`src/rtl/circle7seg_pkg.sv`:
```
// Shared constants and types for the walking-circle seven-segment driver.
// Segment bits are ordered {dp,g,f,e,d,c,b,a}, with a at bit 0.
package circle7seg_pkg;

    localparam int SEG_A  = 0;
    localparam int SEG_B  = 1;
    localparam int SEG_C  = 2;
    localparam int SEG_D  = 3;
    localparam int SEG_E  = 4;
    localparam int SEG_F  = 5;
    localparam int SEG_G  = 6;
    localparam int SEG_DP = 7;

    localparam int DEF_WIDTH           = 4;
    localparam int DEF_COUNT_TO        = 2**DEF_WIDTH - 1;
    localparam int DEF_NUM_OF_DISPLAYS = 6;
    localparam int DEF_COL_WIDTH       = 8;

    // Which perimeter edge the lit segment is on; the display index
    // distinguishes positions along the long top/bottom runs.
    typedef enum logic [2:0] {
        TOP     = 3'd0,
        RIGHT_B = 3'd1,
        RIGHT_C = 3'd2,
        BOTTOM  = 3'd3,
        LEFT_E  = 3'd4,
        LEFT_F  = 3'd5
    } pos_e;

    function automatic int edge_seg(pos_e e);
        case (e)
            TOP:     return SEG_A;
            RIGHT_B: return SEG_B;
            RIGHT_C: return SEG_C;
            BOTTOM:  return SEG_D;
            LEFT_E:  return SEG_E;
            default: return SEG_F;
        endcase
    endfunction

endpackage

```
`src/rtl/circle7seg_walker_tick_counter.sv`:
```
// Free-running prescaler: counts 0..COUNT_TO and flags the terminal count.
module tick_counter #(
    parameter int WIDTH    = 4,
    parameter int COUNT_TO = 2**WIDTH - 1
) (
    input  logic clk_i,
    input  logic rst_i,
    output logic overflow_o
);

    localparam logic [WIDTH-1:0] TERM = WIDTH'(COUNT_TO);

    logic [WIDTH-1:0] cnt;

    assign overflow_o = (cnt == TERM);

    always_ff @(posedge clk_i or posedge rst_i) begin
        if (rst_i)           cnt <= '0;
        else if (overflow_o) cnt <= '0;
        else                 cnt <= cnt + 1'b1;
    end

endmodule

```
`src/rtl/circle7seg_walker.sv`:
```
// Walks one lit segment clockwise around the outer perimeter of a display row.
// Define CIRCLE7SEG_ACTIVE_LOW_EN to invert all seg7 bits (common-anode).
module circle7seg_walker
    import circle7seg_pkg::*;
#(
    parameter int WIDTH           = DEF_WIDTH,
    parameter int COUNT_TO        = 2**WIDTH - 1,
    parameter int NUM_OF_DISPLAYS = DEF_NUM_OF_DISPLAYS,
    parameter int COL_WIDTH       = DEF_COL_WIDTH,
    localparam int DW             = $clog2(NUM_OF_DISPLAYS)
) (
    input  logic                                        clk_i,
    input  logic                                        rst_i,
    output logic                                        overflow_o,
    output logic                                        directie,
    output logic                                        row,
    output logic [DW-1:0]                               curr_display,
    output logic [NUM_OF_DISPLAYS-1:0][COL_WIDTH-1:0]   seg7
);

    localparam logic [DW-1:0] LAST_DISP = DW'(NUM_OF_DISPLAYS - 1);

`ifdef CIRCLE7SEG_ACTIVE_LOW_EN
    localparam logic [COL_WIDTH-1:0] SEG_POL = '1;
`else
    localparam logic [COL_WIDTH-1:0] SEG_POL = '0;
`endif

    pos_e          edge_q, edge_d;
    logic [DW-1:0] disp_q, disp_d;
    logic [COL_WIDTH-1:0] seg_on;

    tick_counter #(
        .WIDTH    (WIDTH),
        .COUNT_TO (COUNT_TO)
    ) u_tick (
        .clk_i      (clk_i),
        .rst_i      (rst_i),
        .overflow_o (overflow_o)
    );

    // Top run goes left-to-right, bottom run right-to-left; the corners
    // (b/c on the last display, e/f on display 0) hold the index.
    always_comb begin
        edge_d = edge_q;
        disp_d = disp_q;
        case (edge_q)
            TOP: begin
                if (disp_q == LAST_DISP) edge_d = RIGHT_B;
                else                     disp_d = disp_q + 1'b1;
            end
            RIGHT_B: edge_d = RIGHT_C;
            RIGHT_C: edge_d = BOTTOM;
            BOTTOM: begin
                if (disp_q == '0) edge_d = LEFT_E;
                else              disp_d = disp_q - 1'b1;
            end
            LEFT_E: edge_d = LEFT_F;
            default: begin
                edge_d = TOP;
                disp_d = '0;
            end
        endcase
    end

    always_ff @(posedge clk_i or posedge rst_i) begin
        if (rst_i) begin
            edge_q <= TOP;
            disp_q <= '0;
        end else if (overflow_o) begin
            edge_q <= edge_d;
            disp_q <= disp_d;
        end
    end

    assign curr_display = disp_q;
    assign directie     = (edge_q == BOTTOM) || (edge_q == LEFT_E) || (edge_q == LEFT_F);
    assign row          = (edge_q == RIGHT_C) || (edge_q == BOTTOM) || (edge_q == LEFT_E);

    always_comb begin
        seg_on = '0;
        seg_on[edge_seg(edge_q)] = 1'b1;
    end

    for (genvar i = 0; i < NUM_OF_DISPLAYS; i++) begin : g_disp
        assign seg7[i] = (disp_q == DW'(i)) ? (seg_on ^ SEG_POL) : SEG_POL;
    end

endmodule

```
`config.mk`:
```
export PLATFORM = sky130hd
export DESIGN_NAME = circle7seg_walker
export DESIGN_NICKNAME = d
export VERILOG_FILES = /design/src/rtl/circle7seg_pkg.sv /design/src/rtl/circle7seg_walker_tick_counter.sv /design/src/rtl/circle7seg_walker.sv
export SDC_FILE = /design/constraint.sdc
export NUM_CORES = 1
export LEC_CHECK = 0
export CORE_ASPECT_RATIO = 1.4
export CORE_MARGIN = 2
export CORE_UTILIZATION = 35
export DETAILED_ROUTE_END_ITERATION = 16
export PLACE_DENSITY = 0.76
export SYNTH_ARGS = -nofsm -noshare
export SYNTH_HDL_FRONTEND = slang
export SYNTH_SLANG_ARGS = --single-unit
```
`constraint.sdc`:
```
create_clock -name clk_i -period 4.21 [get_ports clk_i]
set_clock_uncertainty 0.05 [all_clocks]
set_input_delay 0.842 -clock clk_i [delete_from_list [all_inputs] [get_ports clk_i]]
set_output_delay 0.842 -clock clk_i [all_outputs]
set_load 0.02 [all_outputs]
```
==> impl_results.md <==
* Synth warn at 0
* First-pass GRT wire length at 3710 microns
* CP max FO at 13
* Via count at 925
* Sequential element share of the synthesized area at 0.265
* Hold Path Class: reg -> reg
* Clk root buf: clkbuf_4
* Primary FF master, synth: dfrtp_1
* Worst Path Arrival at 2.09 ns
* Post-synth EDFFs at 0
* Max VDD drop at 168 uV
* Startpoint types: flip-flop
* Setup bufs post-CTS at 0
* Core ar. at 2590 sq um
* Slowest stage delay, CP at 0.64 ns
* Via density per instance at 4.58
* WP buf/inv at 1
* Port-buffer cells at 43
* Overall die height at 65.4 microns
* MaxCap Viol Count at 0
* Commonest non-fill, non-tap cell in the layout: clkdlybuf4s50_1
* Area growth, synth to finish at 42.0%
* Setup TNS at 0 ns
* CTS buffer count at 3
* Starting Density at 0.365
* Unique masters post-synth at 30
* Finished Cell Area at 1340 sq um
* Post-synth ARST share at 1.00
* Commonest cells after routing, fill and taps aside: clkdlybuf4s50_1 (43), nor2_1 (41), conb_1 (12), nand2_1 (11), dfrtp_1 (10)
* Setup CP Type: reg -> out
* Per-cell routed wire length at 11.9 microns
* Rows at 22
* Static Leakage at 0.590 nW
* Fraction of layout instances using a drive strength above 1 at 0.0482
* Detailed Route Iter0 Violations at 19
* Final hold vios at 0
* Ports at 56
* GRT Residual Overflow at 0
* Clk buf depth at 2
* Cts repair resizes at 0
* Total clock sinks at 10
* Period utilisation layout at 0.708
* DPL Wire Length at 1920 microns
* Fill count at 276
* Total Routed Length at 2410 microns
* Cts hold-fix bufs at 0
* DRC violations left at 0
* Critical path's top delay family: simple AND/OR/NAND/NOR gates
* # setup viols final at 0
* CP Data Required Time at 3.32 ns
* Initial antenna violation count at 0
* CP Capture Type: primary output
* Pwr dens at 126 nW/um^2
* NumNets Final at 177
* Global Route Usage Sum at 0.159
* DIE AREA at 3130 sq um
* Pin count of the biggest net entering global routing at 15
* Final total power at 0.169 mW
* Die W at 47.9 microns
* Clk slew on worst S/H paths at 0.06 ns
* Worst-path cell chain: nand3b_1 > nor2_1 > clkdlybuf4s50_1
* Area after DPL at 1320 sq um
* Max-slew violation count at 0
* Worst path slowest cell: clkdlybuf4s50_1
* Max Clk Rate at 336 MHz
* Post-place setup slack at 1.52 ns
* Status: finished clean
* Cell count after synthesis at 128
* Diode count at 0
* Syn avg cell area at 7.37 sq um
* Fin crit period at 2.98 ns
* Seq cells post-synth at 10
* Routability cong. at 0.768
* PnR worst setup slack at 1.23 ns
* CTS tree: yes
* Final ANT Viol Nets at 0
* Vias in the first global route at 862
* Clk_lat worst skew at 0.26 ns
* CTS H-tree depth at 1
* DRT Pass-1 Iters at 5
* Post-Syn Area at 943 sq um
* RSZ-0062 raised after global routing: false
## final timing paths
| kind | cells past startpoint | slack [ns] | end | startpoint |
|---|---|---|---|---|
| hold / removal | 1 | 0.44 | u_tick.cnt[0]$_DFF_PP0_ | u_tick.cnt[0]$_DFF_PP0_ |
| setup / recovery | 3 | 1.23 | seg7[3] | edge_q[1]$_DFFE_PP0P_ |
| max in group asynchronous | 2 | 3.05 | curr_display[2]$_DFFE_PP0P_ | rst_i |
| setup reg to reg | 6 | 2.31 | curr_display[2]$_DFFE_PP0P_ | curr_display[0]$_DFFE_PP0P_ |
| hold reg to reg | 1 | 0.44 | u_tick.cnt[0]$_DFF_PP0_ | u_tick.cnt[0]$_DFF_PP0_ |
| min in group asynchronous | 2 | 0.80 | edge_q[0]$_DFFE_PP0P_ | rst_i |
## metal layers
layer,vias to the layer above,GRT usage,wire length [microns]
met2,34,0.273,1310
li1,461,-,-
met4,0,0.0709,29
met1,426,0.192,989
met5,-,0,0
met3,4,0.00824,88
## kinds of logic (layout without fill, tap and decap cells)
kind of cell	count (synthesis)	in the layout	share of synthesized area
and+or+nand+nor	62	62	0.276
DFF	10	10	0.265
adders and majority gates	7	7	0.0928
xor gates and xnor gates	2	2	0.0186
muxes	4	4	0.0584
other	1	12	0.00397
buffers and inverters	25	52	0.175
AOI/OAI and AO/OA	17	17	0.110
## metrics by stage
| stage | std cells | hold slack (ns) | util |
|---|---|---|---|
| detailed placement | 199 | 0.436 | 0.509 |
| global placement | 199 | 0.414 | 0.509 |
| global route | 202 | 0.465 | 0.518 |
| finish | 202 | 0.435 | 0.518 |
| CTS | 202 | 0.444 | 0.518 |
| floorplan | 139 | 0.394 | - |
## sequential cells by signal (all words and copies together), names as in the netlist
signal        count
edge_q            3
curr_display      3
u_tick.cnt        4
## power by group
group	leakage (nW)	total, mW	internal, mW	switching (mW)
Combinational	0.451	0.0121	0.000862	0.0113
Sequential	0.125	0.0961	0.0961	0
Clock	0.0138	0.0607	0.0328	0.0280
## synthesized netlist by cell type, drive strengths merged, types with 2 or more instances
library cell / instances / area, sq um
dfrtp: 10 / 250
buf: 18 / 139
mux2: 3 / 45.0
o21ai: 7 / 35.0
inv: 6 / 22.5
ha: 7 / 87.6
nand2: 11 / 41.3
nor2: 41 / 154
xor2: 2 / 17.5
a31oi: 2 / 12.5
a21oi: 4 / 20.0
nand2b: 2 / 12.5
## layout make-up
type / count / area [sq um] / share of cell area
Clock buffer: 3 / 22.5 / 0.0168
Timing Repair Buffer: 43 / 430 / 0.321
Inverter: 6 / 22.5 / 0.0168
Sequential cell: 10 / 250 / 0.187
Multi-Input combinational cell: 104 / 569 / 0.425
Tap cell: 36 / 45.0 / 0.0336
Power figures use the tool's default switching activity.
==> variant: new RTL, same settings <==
`DEF_WIDTH`: 4 -> 5.
--- a/src/rtl/circle7seg_pkg.sv
+++ b/src/rtl/circle7seg_pkg.sv
@@ -12,5 +12,5 @@
     localparam int SEG_DP = 7;
 
-    localparam int DEF_WIDTH           = 4;
+    localparam int DEF_WIDTH           = 5;
     localparam int DEF_COUNT_TO        = 2**DEF_WIDTH - 1;
     localparam int DEF_NUM_OF_DISPLAYS = 6;
Formal check against the unedited RTL: same outputs for any inputs over 10 cycles, from zero or initial values and one cycle with rst_i high; that may be too few to reach the edited logic, so the function may still have changed.
==> variant against the unedited design <==
Synthesized cell count rose by 10%; via count rose by 9.7%; first-iteration DRC count fell by 32%; sequential power rose by 10%; wire length rose by 5.2%; synthesized area rose by 10%; critical path depth rose by 1; total power rose by 30%; critical endpoint is now overflow_o; count of clock-buffer cells in the layout rose by 1; sequential cell count rose by 1; setup slack got worse by 0.063 ns; cell area rose by 8.6%; worst hold slack got worse by 0.013 ns.
==> variant: results (changes against the unedited design) <==
cts:
  cts-root-buf: "clkbuf_8"
  clkLatencyLatePin_ns: 0.23  # -0.03 ns
  cts.clk_slew.worst_paths_ns: 0.04  # -0.02 ns
  cts_resized: 0  # unchanged
  cts_max_path_buffers: 2  # unchanged
setup_path:
  crit_path_max_fanout: 15  # +2
  worstReg2RegEnd: "edge_q[0]"
  ff2ff_path_depth: 5  # -1
  worstSetupStartpoint: "u_tick.cnt[0]"
  crit_end: "overflow_o"
  cp.arrival_ns: 2.15  # +0.06 ns
  rrSetupSlack_ns: 2.22  # -0.09 ns
  cp_top_family: "buffers and inverters"
  slowest_delay_ns: 0.71  # +0.07 ns
place:
  dp_hpwl_um: 2050  # +6.6%
  dp_slack_ns: 1.42  # -0.0998 ns
  numPortBuffers: 43  # unchanged
  gp_congestion: 0.850  # +11%
  placed_area_um2: 1410  # +7.0%
power_and_ir_drop:
  leakage_nw: 0.578  # -2.0%
  ir_worst_vdd_mv: 0.172  # +2.2%
global_route:
  grt_pass1_vias: 939  # +8.9%
  grt_first_pass_wirelength_um: 4110  # +11%
  grt_start_max_net_pins: 18  # +3
  track_usage_pct: 15.7  # -0.23 points
final_layout:
  final.clkbuf_count: 4  # +1
  fillers: 275  # -0.36%
  multi_input_area_share_pct: 43.2  # +0.68 points
  nFlopsAndLatches: 11  # +1
  largest_register_ffs: 5  # +1
  num-multi-input-gates: 112  # +7.7%
  n_all_inverters: 8  # +2
  ff_latch_area_um2: 275  # +10%
  seq_area_share_pct: 18.9  # +0.24 points
  clk_share_pct: 3.10  # +1.4 points
  nonClkBufAreaFrac_pct: 29.6  # -2.5 points
  fin_nets: 189  # +6.8%
  drive_above_1_share_pct: 3.93  # -0.89 points
  n_antenna_cell: 0  # unchanged
synthesis:
  synth.avg_cell_area_um2: 7.38  # +0.17%
  synth_commonest_cells: "nor2_1, buf_4, dfrtp_1"
  synth_xor_area_share_pct: 2.52  # +0.67 points
  ys_seq_area_share_pct: 26.4  # -0.083 points
  synth_cell_types: 34  # +13%
  synth_compound_area_share_pct: 16.7  # +5.7 points
  synthTopCellsByArea: "dfrtp_1, nor2_1, buf_4"
  synth_fa_ha_area_share_pct: 10.6  # +1.3 points
  synthMuxAreaShare_pct: 0  # -5.8 points
timing:
  relSlewSlack_pct: 64.9
  timing.final.crit_period_ns: 3.04  # +0.0628 ns
routing:
  vias: 1015  # +9.7%
  ant_nets: 0  # unchanged
  firstDrtPassIters: 4  # -1
  wl_per_cell_um: 11.8  # -1.2%
  drt_iter0_drc: 13  # -6
outcome:
  run_status: "complete, no violations"
worst_hold_path:
  hold_depth: 1  # unchanged
variant: changes by cell type after synthesis, sizes merged, moves of 3 or more:
cell and delta:
o21ai +3, mux2 -3, nand2 -3, nor2 +3
variant: routing by layer:
| metal | global-route usage (%) | routed length, µm | up-vias |
|---|---|---|---|
| met5 | 0 | 0 | - |
| met4 | 10.4 | 37 | 0 |
| met3 | 3.23 | 176 | 5 |
| met2 | 30.8 | 1350 | 47 |
| met1 | 14.4 | 971 | 456 |
| li1 | - | - | 507 |
variant: through the flow:
step | hold slack [ns] | total power, W | instances
finish | 0.422 | 0.000219 | 215
global route | 0.460 | 0.000231 | 215
CTS | 0.418 | 0.000223 | 215
detailed placement | 0.417 | 0.000120 | 211
global placement | 0.395 | 0.000120 | 211
floorplan | 0.375 | 0.000127 | 152
variant: report_power, final:
part | switching [W] | total (W) | internal [W]
clock network | 0.0000347 | 0.000101 | 0.0000660
registers | 0 | 0.000106 | 0.000106
logic | 0.0000115 | 0.0000123 | 0.000000862
